[src/rtl/tc_pl_cap_buff_fill.sv]
// Buffer-fill responder: decimates the sample stream into capture RAM while buff_en is high.
// Optional fill timeout watchdog enabled by defining CAP_FILL_TIMEOUT_EN.
module tc_pl_cap_buff_fill #(
  parameter int DW = 16,
  parameter int AW = 12
`ifdef CAP_FILL_TIMEOUT_EN
  , parameter int TMO = 65535
`endif
) (
  input  logic          clk,
  input  logic          rst,
  input  logic          buff_en,
  output logic          buff_cmpt,
  input  logic [DW-1:0] din,
  input  logic          din_vld,
  input  logic [15:0]   decim,
  input  logic [AW:0]   cap_len,
  output logic          ram_wr_en,
  output logic [AW-1:0] ram_wr_addr,
  output logic [DW-1:0] ram_wr_data,
  output logic [AW:0]   wr_cnt,
  output logic          cap_err
);

  typedef enum logic [1:0] {IDLE, ARM, FILL, DONE} state_t;

  localparam logic [AW:0] DEPTH   = {1'b1, {AW{1'b0}}};
  localparam logic [AW:0] CNT_ONE = {{AW{1'b0}}, 1'b1};

  state_t          state_q, state_d;
  logic [15:0]     ratio_q, ratio_d;
  logic [15:0]     dc_q, dc_d;
  logic [AW:0]     len_q, len_d;
  logic [AW:0]     wr_cnt_q, wr_cnt_d;
  logic            wr_en_q, wr_en_d;
  logic [AW-1:0]   addr_q, addr_d;
  logic [DW-1:0]   data_q, data_d;
  logic            cmpt_q, cmpt_d;
  logic            keep;
`ifdef CAP_FILL_TIMEOUT_EN
  logic [31:0]     tmo_q, tmo_d;
  logic            err_q, err_d;
`endif

  // Zero and anything beyond the buffer depth both mean "fill the whole buffer".
  function automatic logic [AW:0] sat_len(input logic [AW:0] l);
    if (l == '0 || l > DEPTH) return DEPTH;
    return l;
  endfunction

  function automatic logic [15:0] eff_ratio(input logic [15:0] d);
    return (d == 16'd0) ? 16'd1 : d;
  endfunction

  always_comb begin
    state_d  = state_q;
    ratio_d  = ratio_q;
    len_d    = len_q;
    dc_d     = dc_q;
    wr_cnt_d = wr_cnt_q;
    wr_en_d  = 1'b0;
    addr_d   = addr_q;
    data_d   = data_q;
    cmpt_d   = 1'b0;
    keep     = 1'b0;
`ifdef CAP_FILL_TIMEOUT_EN
    tmo_d    = tmo_q;
    err_d    = err_q;
`endif
    case (state_q)
      IDLE: begin
        if (buff_en) begin
          state_d  = ARM;
          dc_d     = '0;
          wr_cnt_d = '0;
          addr_d   = '0;
`ifdef CAP_FILL_TIMEOUT_EN
          tmo_d    = '0;
`endif
        end
      end
      ARM: begin
        ratio_d  = eff_ratio(decim);
        len_d    = sat_len(cap_len);
        wr_cnt_d = '0;
        dc_d     = '0;
`ifdef CAP_FILL_TIMEOUT_EN
        err_d    = 1'b0;
        tmo_d    = '0;
`endif
        state_d  = buff_en ? FILL : IDLE;
      end
      FILL: begin
        if (!buff_en) begin
          state_d = IDLE;
        end else begin
          if (din_vld) begin
            dc_d = (dc_q == ratio_q - 16'd1) ? 16'd0 : dc_q + 16'd1;
            keep = (dc_q == 16'd0);
          end
          if (keep) begin
            wr_en_d  = 1'b1;
            data_d   = din;
            addr_d   = wr_cnt_q[AW-1:0];
            wr_cnt_d = wr_cnt_q + CNT_ONE;
            if (wr_cnt_q + CNT_ONE == len_q) state_d = DONE;
          end
`ifdef CAP_FILL_TIMEOUT_EN
          // Watchdog only counts cycles without a strobe; a completed fill wins over a timeout.
          tmo_d = din_vld ? 32'd0 : tmo_q + 32'd1;
          if (!din_vld && (tmo_q + 32'd1 == 32'(TMO)) && state_d == FILL) begin
            state_d = DONE;
            err_d   = 1'b1;
          end
`endif
        end
      end
      DONE: begin
        if (!buff_en) state_d = IDLE;
        else          cmpt_d  = 1'b1;
      end
      default: state_d = IDLE;
    endcase
  end

  always_ff @(posedge clk or negedge rst) begin
    if (!rst) begin
      state_q  <= IDLE;
      ratio_q  <= 16'd1;
      len_q    <= DEPTH;
      dc_q     <= '0;
      wr_cnt_q <= '0;
      wr_en_q  <= 1'b0;
      addr_q   <= '0;
      data_q   <= '0;
      cmpt_q   <= 1'b0;
`ifdef CAP_FILL_TIMEOUT_EN
      tmo_q    <= '0;
      err_q    <= 1'b0;
`endif
    end else begin
      state_q  <= state_d;
      ratio_q  <= ratio_d;
      len_q    <= len_d;
      dc_q     <= dc_d;
      wr_cnt_q <= wr_cnt_d;
      wr_en_q  <= wr_en_d;
      addr_q   <= addr_d;
      data_q   <= data_d;
      cmpt_q   <= cmpt_d;
`ifdef CAP_FILL_TIMEOUT_EN
      tmo_q    <= tmo_d;
      err_q    <= err_d;
`endif
    end
  end

  assign buff_cmpt   = cmpt_q;
  assign ram_wr_en   = wr_en_q;
  assign ram_wr_addr = addr_q;
  assign ram_wr_data = data_q;
  assign wr_cnt      = wr_cnt_q;
`ifdef CAP_FILL_TIMEOUT_EN
  assign cap_err     = err_q;
`else
  assign cap_err     = 1'b0;
`endif

endmodule

[config.mk]
export PLATFORM = sky130hd
export DESIGN_NAME = tc_pl_cap_buff_fill
export DESIGN_NICKNAME = d
export VERILOG_FILES = /design/src/rtl/tc_pl_cap_buff_fill.sv
export SDC_FILE = /design/constraint.sdc
export NUM_CORES = 1
export LEC_CHECK = 0
export CAP_MARGIN = 20
export CORE_MARGIN = 2
export CORE_UTILIZATION = 45
export CTS_CLUSTER_SIZE = 14
export DETAILED_ROUTE_END_ITERATION = 10
export PLACE_DENSITY_LB_ADDON = 0.12
export SLEW_MARGIN = 10
export SYNTH_ARGS = -nofsm -noshare
export SYNTH_HDL_FRONTEND = slang
export SYNTH_SLANG_ARGS = --single-unit
[constraint.sdc]
create_clock -name clk -period 2.9 [get_ports clk]
set_clock_uncertainty 0.2 [all_clocks]
set_input_delay 0.725 -clock clk [delete_from_list [all_inputs] [get_ports clk]]
set_output_delay 0.725 -clock clk [all_outputs]
set_load 0.02 [all_outputs]
==> impl.org <==
** Run status
- The flow ran to the end, and the final reports show no timing, DRC or antenna violations.

** Drt
- In the routed layout, each cell is associated on average with a via count of 5.481.
- Number of detailed-route iterations in the first pass :: 5
- Remaining routing DRC violations :: 0
- The detailed router finished its first iteration with 188 violations.
- Sum of routed wire length over all layers :: 11.77 mm
- Remaining antenna violation count after routing :: 0
- In the final routed layout, each cell accounts on average for 15.15 um.
- Total number of vias :: 4,259

** Setup path
- The critical path is of the reg -> reg type.
- For the worst setup path, the data required time is 3.00 ns.
- Worst endpoint data arrival time :: 2.80 ns
- Series of cell instances along the critical path :: inv_1 > ha_1 > or3b_2 > a2bb2oi_1 > o31ai_1 > o31ai_1 > a41oi_4 > buf_12 > a21oi_1 > mux2i_1
- In this design, the stage delay of the slowest critical-path cell is 0.50 ns.
- The slowest stage of the critical path is the or3b_2 cell.
- The worst setup path is launched from a flip-flop.
- CP Max Fanout :: 28
- Counting stages on the worst path, the most repeated cell is o31ai_1.
- Worst setup EP type :: flip-flop

** Clock network
- After clock tree synthesis, the flow added hold-fix buffers numbering 0.
- CTS tree :: yes
- Clock slew seen by the registers of the worst setup and hold paths :: 0.09 ns
- The clock passes through at most 2 buffers.
- Later-pin clock latency in the skew report :: 0.37 ns
- TritonCTS Sinks :: 90
- Clock root buffer master :: clkbuf_8
- The H-tree was split into 3 levels.
- Total CTS buffers :: 9
- Once the clock tree was built, the resizer swapped 0 gates to a different size.
- Post-CTS Setup Repair Bufs :: 0

** Synthesis
- Synth warn :: 0
- Of the synthesized area, sequential elements account for 45.55%.
- Number of library cell types mapped by synthesis :: 62
- Synthesis produced 546 cells.
- When the netlist entered floorplanning its net count stood at 599.
- Each instance of the synthesized netlist takes up on average 9.065 um2.
- Synthesis inferred 90 register bits.
- For this run, asynchronously set or reset flops after synthesis account for 100.0%.
- Netlist area before placement :: 4950 um2
- The synthesized design contains 0 enable-type register cells.
- For this run, the leading register cell type out of synthesis is dfrtp_1.

** STA
- Setup Viol. Count Final :: 0
- In the finished design, the share of the clock period the worst path needs comes to 93.34%.
- The max-slew violation count was 0.
- Minimum clock period after layout :: 2.707 ns
- Max Clk Rate :: 369.4 MHz
- Max-Slew Margin vs Limit :: 57.80%
- The final count of hold timing violations came to 0.
- In the post-route analysis, the smallest setup slack over all paths is 0.1932 ns.
- Setup repair after global routing left no endpoint under its margin.
- Slew @ Worst Pin :: 0.6288 ns

** Pwr
- Largest vdd supply drop :: 0.3254 mV
- Summed over all cells, the static leakage comes to 2.662 nW.
- Power spread over the standard cell area amounts to 578.6 nW/um2.

** GRT
- Entering global routing, the biggest net connects 44 pins.
- Vias in the first global route :: 4,069
- The number of antenna violations at the first check in global routing came to 0.
- Summed over all layers, the global routing overflow is 0.
- The first global-routing pass estimated 19.65 mm of wire.
- Global routing used 21.14% of the available tracks across all layers.

** Die
- Die Span Y :: 108.9 um
- The initial utilization of the core area, before any placement, comes to 45.86%.
- The die covers 11,850 um2.
- Number of top-level pins :: 93
- Number of rows created at floorplan :: 38
- Core area :: 10,790 um2
- In this run the horizontal extent of the chip is 108.9 um.

** Finish
- Area growth syn-to-layout :: 26.42%
- Post-layout utilization of the core :: 57.98%
- Number of antenna repair diodes :: 0
- Commonest non-fill, non-tap cell in the layout :: nand2_1
- The top cell types in the final layout, fill and taps aside, are 116 x nand2_1, 90 x clkdlybuf4s50_1, 88 x dfrtp_1, 42 x o21ai_0, 28 x nand3_1.
- Number of nets in the layout :: 685
- In the final layout, the share of cells above drive strength 1 is 10.20%.

** Run
- Number of maximum-capacitance constraint violations :: 0

** Place
- Timing analysis after detailed placement gives a worst setup slack of -0.1746 ns.
- Input and output buffers added on the ports amount to 91.
- Final estimated routing congestion in global placement :: 0.9174
- Detailed placer's ending HPWL :: 8.711 mm

** Min path
- In this run the worst hold path is classified as in -> async.
[cell type report]
cell class	instances	area, um2
Fill cell	992	4536
Multi-Input combinational cell	413	2504
Sequential cell	90	2255
Timing Repair Buffer	109	1081
Tap cell	140	175.2
Clock buffer	10	137.6
Clock inverter	6	71.32
Inverter	9	33.78
[cell families after synthesis]
kind of cell               share of synthesized area, %
AOI/OAI and AO/OA                                 13.50
xor gates and xnor gates                          6.016
adders and majority gates                         1.011
buffers and inverters                             3.867
DFF                                               45.55
muxes                                             4.853
other                                           0.07576
and+or+nand+nor                                   25.13
[per-layer routing]
layer | wire, um | track usage, %
met5 | 0 | 0
met3 | 721 | 3.945
met4 | 167 | 7.601
met1 | 5763 | 31.06
met2 | 5115 | 31.10
[power breakdown]
part           switching [mW]  internal (mW)
logic                   0.500          0.523
clock network           0.465          0.429
registers               0.246           1.46
[per-stage QoR]
stage	total power [mW]	area, um2	instances	hold WS (ns)	TNS, ns
final	3.621	6257	777	0.07868	0
after global routing	3.827	6257	777	0.09097	0
after CTS	3.637	6250	776	0.07887	0
after detailed placement	2.742	6041	760	0.2593	-2.076
after global placement	2.709	6041	760	0.2492	-0.2817
after floorplan	2.306	4950	546	0.2294	0
[worst max-delay path: cells and delay by family, from the launching register on]
kind	cells	cell delay, ns
and+or+nand+nor	1	0.50
muxes	1	0.16
adders and majority gates	1	0.22
buffers and inverters	2	0.30
DFF	1	0.46
AOI/OAI and AO/OA	5	0.80
[state kept, by name (all words and copies together), names as in the netlist]
register     flops
ratio_q         16
state_q          2
buff_cmpt        1
len_q           13
wr_cnt          13
ram_wr_data     16
ram_wr_en        1
ram_wr_addr     12
dc_q            16
[synthesized netlist by cell type, drive strengths merged, types with 2 or more instances]
cell type,number,share of area (%)
nand2,116,8.8
dfrtp,88,44
o21ai,43,4.3
nand3,28,2.8
clkbuf,27,2.1
nor2,24,1.8
a21oi,18,1.9
xor2,18,3.2
mux2,16,3.6
xnor2,16,2.8
nor4,15,2.6
a22o,12,2.1
and3,12,1.5
nor3,10,1.1
inv,9,0.68
nand4,9,1.1
o31ai,9,1.4
and2,7,0.88
buf,7,1.1
mux2i,6,1.2
nand2b,6,0.76
ha,4,1.0
or4,4,0.68
a31oi,3,0.38
nand3b,3,0.45
nor3b,3,0.45
o21a,3,0.45
or2,3,0.38
dfstp,2,1.1
nor2b,2,0.25
nor4b,2,0.35
[final timing paths]
check	from	end	slack (ns)	cells after the start
setup / recovery	ratio_q[1]	dc_q[7]	0.19	10
hold / removal	rst	ratio_q[12]	0.08	1
setup reg to reg	ratio_q[1]	dc_q[7]	0.19	10
hold reg to reg	ram_wr_data[1]	ram_wr_data[1]	0.27	2
max in group asynchronous	rst	dc_q[7]	1.80	2
min in group clk	ram_wr_data[1]	ram_wr_data[1]	0.27	2
(Power assumes the default switching activity.)
